## src/rtl/serial_frame_rx.sv

```systemverilog
// -----------------------------------------------------------------------------
// serial_frame_rx
//   Serial-to-parallel frame receiver. Collects WIDTH-bit frames from a strobed
//   1-bit line, MSB- or LSB-first (chosen on each frame's start bit). The shift
//   register and the output buffer are separate, so a new frame can shift in
//   while the previous word waits for the consumer.
//
// Ports
//   clk        rising-edge clock
//   rst        synchronous reset, active-high
//   s_in       serial data bit
//   s_valid    bit strobe for s_in
//   s_start    with s_valid: this bit is bit 0 of a new frame
//   dir        sampled on the start bit: 0 = MSB-first, 1 = LSB-first
//   p_out      received parallel word (output buffer)
//   p_valid    p_out holds an unconsumed word
//   p_ready    consumer accepts p_out when p_valid && p_ready
//   busy       frame in progress
//   overrun    1-cycle pulse: completed frame dropped because buffer was full
//   frame_err  1-cycle pulse: start bit arrived mid-frame, partial frame lost
// -----------------------------------------------------------------------------
module serial_frame_rx #(
  parameter int WIDTH = 8
) (
  input  logic             clk,
  input  logic             rst,
  input  logic             s_in,
  input  logic             s_valid,
  input  logic             s_start,
  input  logic             dir,
  output logic [WIDTH-1:0] p_out,
  output logic             p_valid,
  input  logic             p_ready,
  output logic             busy,
  output logic             overrun,
  output logic             frame_err
);

  localparam int CW = (WIDTH > 2) ? $clog2(WIDTH) : 1;
  localparam logic [CW-1:0] CNT_LAST = CW'(WIDTH - 1);
  localparam logic [CW-1:0] CNT_ONE  = CW'(1);
  localparam logic [CW-1:0] CNT_ZERO = CW'(0);

  typedef enum logic [0:0] {IDLE = 1'b0, SHIFT = 1'b1} state_t;

  state_t           state_r;
  logic [WIDTH-1:0] sr_r;
  logic [CW-1:0]    cnt_r;
  logic             dir_r;

  logic             start_bit_s;
  logic             bit_dir_s;
  logic [WIDTH-1:0] base_s;
  logic [WIDTH-1:0] shifted_s;
  logic             complete_s;
  logic             transfer_s;

  // Next shift-register value and frame-completion / handshake decode.
  always_comb begin
    start_bit_s = s_valid && s_start;
    // A start bit uses the live dir and shifts into a cleared register,
    // so any partial frame is discarded.
    if (start_bit_s) begin
      bit_dir_s = dir;
      base_s    = '0;
    end else begin
      bit_dir_s = dir_r;
      base_s    = sr_r;
    end
    if (bit_dir_s) begin
      shifted_s = {s_in, base_s[WIDTH-1:1]};
    end else begin
      shifted_s = {base_s[WIDTH-2:0], s_in};
    end
    complete_s = (state_r == SHIFT) && s_valid && !s_start && (cnt_r == CNT_LAST);
    transfer_s = p_valid && p_ready;
  end

  // Frame FSM: shift register, bit counter, latched direction and busy flag.
  always_ff @(posedge clk) begin
    if (rst) begin
      state_r <= IDLE;
      sr_r    <= '0;
      cnt_r   <= CNT_ZERO;
      dir_r   <= 1'b0;
      busy    <= 1'b0;
    end else begin
      case (state_r)
        IDLE: begin
          if (start_bit_s) begin
            dir_r   <= dir;
            sr_r    <= shifted_s;
            cnt_r   <= CNT_ONE;
            state_r <= SHIFT;
            busy    <= 1'b1;
          end
        end
        SHIFT: begin
          if (start_bit_s) begin
            dir_r <= dir;
            sr_r  <= shifted_s;
            cnt_r <= CNT_ONE;
          end else if (s_valid) begin
            sr_r <= shifted_s;
            if (cnt_r == CNT_LAST) begin
              cnt_r   <= CNT_ZERO;
              state_r <= IDLE;
              busy    <= 1'b0;
            end else begin
              cnt_r <= cnt_r + CNT_ONE;
            end
          end
        end
        default: begin
          state_r <= IDLE;
          cnt_r   <= CNT_ZERO;
          busy    <= 1'b0;
        end
      endcase
    end
  end

  // Output buffer with valid/ready handshake and error pulses.
  always_ff @(posedge clk) begin
    if (rst) begin
      p_out     <= '0;
      p_valid   <= 1'b0;
      overrun   <= 1'b0;
      frame_err <= 1'b0;
    end else begin
      frame_err <= (state_r == SHIFT) && start_bit_s;
      if (complete_s) begin
        // Load only if the buffer is empty or being drained this cycle;
        // otherwise keep the old word and drop the new one.
        if (!p_valid || p_ready) begin
          p_out   <= shifted_s;
          p_valid <= 1'b1;
          overrun <= 1'b0;
        end else begin
          overrun <= 1'b1;
        end
      end else begin
        overrun <= 1'b0;
        if (transfer_s) begin
          p_valid <= 1'b0;
        end
      end
    end
  end

endmodule
```

## config.mk

```make
export PLATFORM = sky130hd
export DESIGN_NAME = serial_frame_rx
export DESIGN_NICKNAME = d
export VERILOG_FILES = /design/src/rtl/serial_frame_rx.sv
export SDC_FILE = /design/constraint.sdc
export NUM_CORES = 1
export LEC_CHECK = 0
export CORE_UTILIZATION = 50
export CTS_BUF_LIST = sky130_fd_sc_hd__clkbuf_16
export DETAILED_ROUTE_END_ITERATION = 12
export PLACE_DENSITY = 0.81
export SYNTH_ARGS = -nofsm -noshare
export SYNTH_HDL_FRONTEND = slang
export SYNTH_SLANG_ARGS = --single-unit
export TNS_END_PERCENT = 10
```

## constraint.sdc

```tcl
create_clock -name clk -period 1.73 [get_ports clk]
set_clock_uncertainty 0.15 [all_clocks]
set_input_delay 0.173 -clock clk [delete_from_list [all_inputs] [get_ports clk]]
set_output_delay 0.173 -clock clk [all_outputs]
set_load 0.01 [all_outputs]
```

### After elaboration in Yosys (flattened, before gate mapping)

Cells that the tools add are included.

* bits in registers: 25
* bits of input ports: 7
* logic and storage cells: 60

* add/subtract/negate cells: 1
* equality and inequality tests: 7
* mux-type cells: 26
* bitwise logic cells: 2
* reductions and logical operators: 15

Operator list (number)
* two-way mux 8 bit: 5
* case mux 8 bit (2 select lines): 1
* two-way mux 1 bit: 13
* two-way mux 3 bit: 4
* logical AND 1 bit: 6
* != test 2 bit, second input constant: 3
* case mux 3 bit (2 select lines): 1
* AND reduction 2 bit: 3
* != test 2 x 1 -> 1 bit, second input constant: 2
* case mux 1 bit (2 select lines): 2
* AND reduction 4 bit: 1
* adder 3 x 1 -> 3 bit, second input constant: 1
* == test 3 bit, second input constant: 1
* != test 3 x 2 -> 1 bit, second input constant: 1
* zero test 1 bit: 2
* inverter 1 bit: 2
* nonzero test 2 bit: 1
* OR reduction 2 bit: 1
* logical OR 1 bit: 1

### Logic depth before layout (Yosys ltp)

* word-level depth: 6
* depth in mapped cells: 6

### Least setup slack after synthesis

OpenSTA, ideal clock, no wires.

* path type: register to register
* start: register cnt_r[0]
* end: register p_out[7]
* library setup time: 0.091 ns
* arrival: 1.267 ns
* data required time: 1.489 ns
* setup slack: 0.222 ns
* stages on the path, launching flop included: 7
* path buffers: 1
* period minus slack after synthesis: 1.508 ns
* path through: dfxtp_1 > ha_1 > ha_1 > and4b_1 > buf_6 > a21oi_1 > a311oi_1

* word-level cells in the longest chain between the ends: 3

Ends and longest elaborated chain
* from (decl): line 48 `logic [CW-1:0] cnt_r;`
* from (signal assigned): line 110 `cnt_r <= cnt_r + CNT_ONE;`
* == test 3 bit: line 75 `complete_s = (state_r == SHIFT) && s_valid && !s_start && (cnt_r == CNT_LAST);`
* logical AND 1 bit: line 75
* AND reduction 2 bit (no line)
* to (signal assigned): line 136 `p_out <= shifted_s;`
* to (decl): line 31 `output logic [WIDTH-1:0] p_out,`

No other way between the ends.
A chain may end at the register's enable or synchronous reset.

### Final worst setup path

Ends and elaborated chain as after synthesis.

==> impl_metrics.yaml <==
run_status:
  status: "finished clean"
clock_network:
  cts_tree: "built"
  cts_hold_buf: 0
  root_buffer: "clkbuf_16"
  numCtsBuffers: 3
  clock_latency_ns: 0.26
  htreeDepth: 1
  clockBufferDepth: 2
  numClockSinks: 25
  clk_pin_slew_ns: 0.06
synthesis:
  yosys_warnings: 0
  synth-seq-cells: 25
  syn_nets: 128
  synth_cells: 119
  avgSynthCellArea_um2: 9.32
  synth.distinct_cells: 30
  syn_area_um2: 1110
  ys_seq_area_share_pct: 45.1
global_routing:
  grt_pass1_wl_um: 4180
  grt_antenna_before_repair: 0
  overflow: 0
  grt.total_usage_pct: 22.8
  grt_max_degree: 14
  grt_pass1_vias: 942
place:
  postPlaceCellArea_um2: 1340
  place_congestion: 0.808
  io_buffer_count: 18
  dp.cells: 164
  detailed_place_hpwl_um: 1820
  place_ws_ns: -0.122
timing:
  max_freq_mhz: 608
  setup_viol: 0
  rsz0062_at_grt: "false"
  slew_headroom_pct: 73.6
  finalHoldViolCount: 0
  whs_ns: 0.328
  worst_pin_slew_ns: 0.395
  period_minus_slack_ns: 1.65
  setup_slack_ns: 0.0845
  timing.final.crit_share_pct: 95.1
  setup_tns_ns: 0
  slew_viol_final: 0
die:
  rows: 16
  pin_count: 19
  die_h_um: 49.1
  fp.dieW_um: 49.1
  start_util_pct: 54.8
  core_um2: 2020
  die_area_um2: 2410
critical_path:
  cp-start-kind: "flip-flop"
  cp-end-kind: "flip-flop"
  critPathKind: "reg2reg"
  worstPathArrival_ns: 1.66
  r2r_slack_ns: 0.08
  cp_max_fo: 3
  crit_required_ns: 1.74
  reg2regPathDepth: 5
layout:
  final_common_cell: "dfxtp_1"
  fin_util_pct: 71.0
  final_cell_mix: "dfxtp_1, clkdlybuf4s50_1, a21oi_1"
  diodes: 0
  syn2layout_area_growth_pct: 29.5
  final_area_um2: 1440
  final_layout_size_suffix_gt1_share_pct: 16.2
  n_fill_cell: 149
  stdcell_count: 169
  layout.nets: 152
power_and_ir_drop:
  powerDensity_nw_per_um2: 837
  power.total_mw: 1.20
  max-vdd-ir-drop_v: 0.000635
  leakagePower_nw: 0.545
detailed_routing:
  drc: 0
  wl_per_cell_um: 14.5
  vias_per_cell: 5.76
  drtIter0Drc: 37
  firstDrtPassIters: 4
  ant_nets: 0
  vias: 974
  wl_um: 2460
hold_path:
  hp-class: "reg2reg"
  hold_path_depth: 2
job:
  maxCapViolCount: 0
-- state kept, by name (all words and copies together) (netlist names) --
signal     flops
p_out          8
sr_r           8
cnt_r          3
busy           1
dir_r          1
frame_err      1
overrun        1
p_valid        1
state_r        1
-- logic make-up after synthesis --
logic type                 Yosys count  share of synthesized area [%]
and+or+nand+nor                     40                           20.3
muxes                                6                           6.09
AOI/OAI and AO/OA                   36                           20.5
buffers and inverters               10                           5.64
DFF                                 25                           45.1
adders and majority gates            2                           2.26
-- report_power, final --
part	internal [mW]	switching [mW]
Clock	0.309	0.193
Sequential	0.587	0.0144
Combinational	0.0514	0.0473
Total	0.947	0.255
-- routing by layer --
metal	vias to the layer above	global-route usage [%]	share of wire [%]
li1	484	-	-
met4	0	7.35	1.8
met3	5	4.67	5.6
met2	29	37.4	48
met1	456	29.6	45
met5	-	0	0
-- final cells by class --
cell class,count,area (µm²),share of cell area (%)
well taps,27,33.8,2.35
repair buffers,29,275,19.2
clock inverters,1,3.75,0.262
clock buffers,3,75.1,5.23
multi-input cells,84,547,38.1
flip-flops and latches,25,500,34.9
-- synthesized netlist by cell type (all sizes together) --
cell | count | share of area (%)
dfxtp | 25 | 45
a21oi | 14 | 6.3
nor2 | 9 | 3.0
nand2 | 8 | 2.7
o21ai | 8 | 3.6
buf | 7 | 4.6
mux2 | 6 | 6.1
nand4 | 6 | 3.4
a311oi | 4 | 3.2
nand3 | 4 | 1.8
a22oi | 3 | 2.0
a32oi | 3 | 2.4
clkbuf | 3 | 1.0
nand3b | 3 | 2.0
and3b | 2 | 1.6
ha | 2 | 2.3
nor3b | 2 | 1.4
a211oi | 1 | 0.68
a21bo | 1 | 0.90
a21o | 1 | 0.68
and2 | 1 | 0.56
and4b | 1 | 0.90
nand2b | 1 | 0.56
nand4b | 1 | 1.4
nor2b | 1 | 0.56
nor3 | 1 | 0.45
o21a | 1 | 0.79
-- critical path, cell delays in order, from the launching register on --
cell      delay [ns]
dfxtp_1         0.36
ha_1            0.16
ha_1            0.22
and4b_2         0.31
a21oi_1         0.08
a311oi_1        0.26
-- final timing paths --
check,startpoint,end
setup / recovery,cnt_r[0],p_out[7]
hold / removal,sr_r[4],sr_r[4]
setup reg to reg,cnt_r[0],p_out[7]
hold reg to reg,sr_r[4],sr_r[4]
-- timing repair --
action	in CTS	in global routing
gates cloned	0	0
endpoints found under the setup margin	1	1
gates resized for setup	1	0
hold endpoints to repair	0	0
buffers inserted	0	1
Note: power is estimated with default switching activity, not from simulation.
